## config.mk

```make
export PLATFORM = sky130hd
export DESIGN_NAME = alu_seq
export DESIGN_NICKNAME = d
export VERILOG_FILES = /design/src/rtl/alu_seq.sv
export SDC_FILE = /design/constraint.sdc
export NUM_CORES = 1
export LEC_CHECK = 0
export CAP_MARGIN = 20
export CORE_MARGIN = 10
export CORE_UTILIZATION = 32
export DETAILED_ROUTE_END_ITERATION = 16
export GPL_ROUTABILITY_DRIVEN = 0
export PLACE_DENSITY = 0.61
export SLEW_MARGIN = 0
export SYNTH_ARGS = -nofsm -noshare
export SYNTH_HDL_FRONTEND = slang
export SYNTH_SLANG_ARGS = --single-unit
```

## constraint.sdc

```tcl
create_clock -name Clock -period 4.4 [get_ports Clock]
set_input_delay 0.44 -clock Clock [delete_from_list [all_inputs] [get_ports Clock]]
set_output_delay 0.44 -clock Clock [all_outputs]
set_load 0.005 [all_outputs]
```

## src/rtl/alu_seq.sv

```systemverilog
// Clocked ALU: single-cycle ops plus a shift-add multiply, with a
// Start/Ready/Done handshake and registered result and flags.
module alu_seq #(
    parameter  int WIDTH = 16,
    localparam int SHW   = $clog2(WIDTH)
) (
    input  logic             Clock,
    input  logic             Reset,
    input  logic             Start,
    input  logic [3:0]       Selection,
    input  logic [WIDTH-1:0] A,
    input  logic [WIDTH-1:0] B,
    output logic             Ready,
    output logic             Done,
    output logic [WIDTH-1:0] S,
    output logic             C,
    output logic             Z,
    output logic             N,
    output logic             V
);
    localparam int M = WIDTH - 1;

    typedef enum logic [1:0] {IDLE, EXEC, MUL, DONE_MUL} state_t;

    state_t             state_q;
    logic               ready_q, done_q;
    logic [WIDTH-1:0]   s_q;
    logic               c_q, z_q, n_q, v_q;
    logic [WIDTH-1:0]   al_q, bl_q;
    logic [2*WIDTH-1:0] acc_q, acc_d;
    logic [SHW-1:0]     cnt_q;

    logic [WIDTH-1:0]   op_s;
    logic               op_c, op_v;
    logic [WIDTH:0]     ext;
    logic [SHW-1:0]     sh;

    // Single-cycle ops are evaluated straight from the inputs so the result
    // is registered on the accept edge and Done shows in the next cycle.
    always_comb begin
        op_s = '0;
        op_c = 1'b0;
        op_v = 1'b0;
        ext  = '0;
        sh   = B[SHW-1:0];
        case (Selection)
            4'h0: begin
                ext  = {1'b0, A} + {1'b0, B};
                op_s = ext[M:0];
                op_c = ext[WIDTH];
                op_v = (A[M] == B[M]) && (op_s[M] != A[M]);
            end
            4'h1: begin
                ext  = {1'b0, A} - {1'b0, B};
                op_s = ext[M:0];
                op_c = ext[WIDTH];
                op_v = (A[M] != B[M]) && (op_s[M] != A[M]);
            end
            4'h2: begin
                ext  = {1'b0, A} + (WIDTH+1)'(1);
                op_s = ext[M:0];
                op_c = ext[WIDTH];
                op_v = !A[M] && op_s[M];
            end
            4'h3: op_s = A;
            4'h4: op_s = A & B;
            4'h5: op_s = A | B;
            4'h6: op_s = A ^ B;
            // Shifts run one bit wider so the last bit shifted out lands in ext.
            4'h8: begin
                ext  = {1'b0, A} << sh;
                op_s = ext[M:0];
                op_c = ext[WIDTH];
            end
            4'h9: begin
                ext  = {A, 1'b0} >> sh;
                op_s = ext[WIDTH:1];
                op_c = ext[0];
            end
            4'hA: begin
                ext  = $signed({A, 1'b0}) >>> sh;
                op_s = ext[WIDTH:1];
                op_c = ext[0];
            end
            default: ;
        endcase
    end

    always_comb begin
        acc_d = acc_q;
        if (bl_q[cnt_q])
            acc_d = acc_q + ({{WIDTH{1'b0}}, al_q} << cnt_q);
    end

    always_ff @(posedge Clock) begin
        if (Reset) begin
            state_q <= IDLE;
            ready_q <= 1'b1;
            done_q  <= 1'b0;
            s_q     <= '0;
            c_q     <= 1'b0;
            z_q     <= 1'b0;
            n_q     <= 1'b0;
            v_q     <= 1'b0;
            al_q    <= '0;
            bl_q    <= '0;
            acc_q   <= '0;
            cnt_q   <= '0;
        end else begin
            case (state_q)
                IDLE: begin
                    done_q <= 1'b0;
                    if (Start) begin
                        al_q    <= A;
                        bl_q    <= B;
                        ready_q <= 1'b0;
                        if (Selection == 4'hB) begin
                            state_q <= MUL;
                            cnt_q   <= '0;
                            acc_q   <= '0;
                        end else begin
                            state_q <= EXEC;
                            s_q     <= op_s;
                            c_q     <= op_c;
                            v_q     <= op_v;
                            z_q     <= (op_s == '0);
                            n_q     <= op_s[M];
                            done_q  <= 1'b1;
                        end
                    end
                end
                MUL: begin
                    acc_q <= acc_d;
                    cnt_q <= cnt_q + 1'b1;
                    // Last partial product: publish the result on this edge.
                    if (cnt_q == SHW'(WIDTH - 1)) begin
                        state_q <= DONE_MUL;
                        s_q     <= acc_d[M:0];
                        c_q     <= |acc_d[2*WIDTH-1:WIDTH];
                        v_q     <= 1'b0;
                        z_q     <= (acc_d[M:0] == '0);
                        n_q     <= acc_d[M];
                        done_q  <= 1'b1;
                    end
                end
                EXEC, DONE_MUL: begin
                    state_q <= IDLE;
                    ready_q <= 1'b1;
                    done_q  <= 1'b0;
                end
                default: state_q <= IDLE;
            endcase
        end
    end

    assign Ready = ready_q;
    assign Done  = done_q;
    assign S     = s_q;
    assign C     = c_q;
    assign Z     = z_q;
    assign N     = n_q;
    assign V     = v_q;
endmodule

```

==> flow_summary.yaml <==
synthesis:
  yosysUniqueCellTypes: 86
  ys_ff_latch: 91
  synthTopCellsByArea: "dfxtp_1 (16%), ha_1 (9.3%), nand2_1 (7.1%)"
  synth-edff-count: 0
  syn_avg_cell_area_sq_um: 7.392
  syn_nets: 1641
  netlist_area_sq_um: 11210
  netlist_instances: 1516
  synth_top_area_cell: "dfxtp_1"
  synthFlopType: "dfxtp_1"
  synthArstFlopShare_pct: 0
  yosysSeqAreaShare_pct: 16.26
  yosys.area.top_type_share_pct: 16.26
  ys.warnings.count: 0
timing:
  hold_ws_ns: 0.4526
  drv_slew: 0
  finClkSkew_ns: 0.01889
  max_slew.worst_pin.slew_ns: 1.068
  max_freq_ghz: 0.2350
  setup_viol: 0
  setup_tns_ns: 0
  slew_headroom_pct: 28.81
  hold_viol: 0
  finalCritPeriodShare_pct: 96.72
  min_period_ns: 4.255
  layout_setup_ws_ns: 0.1445
floorplan:
  start_util_pct: 32.44
  num_rows: 68
  die_y_um: 207.1
  core_sq_um: 34540
  die_width_um: 207.1
  design.die.area_sq_um: 42900
  ioPinCount: 61
drt:
  wl_per_cell_um: 20.89
  drc: 0
  wirelength_mm: 41.87
  vias: 12120
  dr.pass1.iters: 6
  via_per_inst: 6.048
  drt-initial-drc-count: 1254
  drtAntennaViolNets: 0
global_route:
  grt_pass1_vias: 11470
  grt_max_degree: 54
  grt-ovfl-total: 0
  antenna_found_initial: 1
  grt_pass1_wl_mm: 65.27
  grt.total_usage_pct: 18.33
final_layout:
  nFillCells: 3691
  final_common_cell: "nand2_1"
  final_cell_mix: "nand2_1 (212), a21oi_1 (155), nor2_1 (129)"
  nets: 1669
  antennaDiodeCount: 0
  area_delta_synth_final_pct: 14.37
  drive_gt1_share_pct: 12.91
placement:
  dp_hpwl_mm: 32.11
  dp_slack_ns: -0.01025
  port_buffers: 60
setup_path:
  critical_path_required_ns: 4.66
  worstSetupPathType: "reg -> reg"
  endpoint_kind: "register"
  start_kind: "register"
  arrival_ns: 4.52
  critPathMaxFanout: 27
cts:
  cts-buffers-inserted: 9
  cts_buffer_depth: 2
  cts_max_level: 3
  root_buffer: "clkbuf_16"
  path_clk_slew_ns: 0.08
  holdBufCountCts: 0
  cts_num_sinks: 91
  post_cts_resized: 0
  post-cts-setup-buffer-count: 0
  cts_tree: "done"
  clock_latency_ns: 0.36
min_path:
  hold_class: "reg -> reg"
flow_run:
  cap_violations: 0
power_and_ir_drop:
  vdd_drop_max_uv: 161.1
  power_density_nw_per_um2: 207.5
  p_leak_nw: 4.900
outcome:
  status: "finished, final reports clean"
routing by layer:
metal	vias up	GRT usage (%)	share of wire (%)
li1	5633	-	-
met1	5786	24.51	43
met2	616	29.24	45
met3	84	3.821	8.9
met4	2	4.641	2.5
met5	-	0	0.024
worst max-delay path, stage by stage, from the launching register on:
cell and delay, ns:
dfxtp_1 0.36, buf_12 0.18, mux2_2 0.36, o21ai_0 0.24, nor2_1 0.06, a21oi_1 0.19
a21oi_1 0.11, ha_2 0.41, nand4_1 0.16, buf_4 0.19, or3_1 0.38, o21ai_2 0.20
a21oi_1 0.16, o41ai_2 0.43, xor2_1 0.12, mux2i_1 0.27, nand4_1 0.13, o21a_1 0.19
cell usage after synthesis (16+ instances only):
library cell  count
nor3_1           36
a31oi_1          16
nand2b_1         19
mux4_2           35
xnor2_1          30
a21o_1           16
o211ai_1         28
mux2_2           24
inv_1            61
ha_1             83
nor2b_1          18
a21oi_1         157
a211oi_1         19
clkbuf_1         75
o21ai_0          75
nand2_1         212
nor2_1          130
mux2i_1          39
dfxtp_1          91
buf_2            17
nand3_1          38
a22oi_1          19
logic make-up (layout without fill, tap and decap cells):
| group | Yosys count | after routing | share of synthesized area, % |
|---|---|---|---|
| compound gates | 462 | 462 | 26.71 |
| buf+inv | 185 | 218 | 7.057 |
| simple gates | 546 | 546 | 23.16 |
| mux | 101 | 101 | 13.50 |
| xor+xnor | 45 | 45 | 3.517 |
| flops | 91 | 91 | 16.26 |
| fa+ha+maj | 86 | 86 | 9.804 |
report_power, final:
part | switching [W] | internal (W) | total, W | leakage, nW
clock | 0.000387 | 0.000454 | 0.000841 | 0.154
combinational | 0.000557 | 0.000379 | 0.000937 | 4.00
sequential | 0.0000248 | 0.000856 | 0.000881 | 0.742
area by class of cell:
type,instances,area [sq um],share of cell area [%]
well taps,455,569.3,4.442
clock buffers,9,225.2,1.757
clock inverters,7,90.09,0.7029
repair buffers,135,1186,9.255
multi-input cells,1240,8667,67.63
flip-flops and latches,91,1823,14.22
inverters,67,255.2,1.992
path summary, 6_finish.rpt:
check / from / to / slack [ns] / depth (start not counted)
max reg2reg: cnt_q[1]$_SDFFE_PP0P_ / C$_SDFFE_PP0P_ / 0.14 / 17
min reg2reg: S[10]$_SDFFE_PP0P_ / S[10]$_SDFFE_PP0P_ / 0.45 / 2
max: cnt_q[1]$_SDFFE_PP0P_ / C$_SDFFE_PP0P_ / 0.14 / 17
min: S[10]$_SDFFE_PP0P_ / S[10]$_SDFFE_PP0P_ / 0.45 / 2
stage by stage:
step                power (W)  instance area, sq um  std cells  util [%]
floorplan            0.001474                 11210       1516         -
global placement     0.001799                 12450       1988     36.03
detailed placement   0.001807                 12450       1988     36.03
CTS                  0.002654                 12760       2004     36.94
global route         0.002778                 12820       2004     37.10
finish               0.002659                 12820       2004     37.10
state kept, by name, summed over array words and instances (netlist names):
register and cells:
acc_q 32, S 16, al_q 16, bl_q 16, cnt_q 4, state_q 2, C 1, Done 1
Ready 1, V 1, Z 1
No activity file was read; power rests on OpenSTA's default activity.
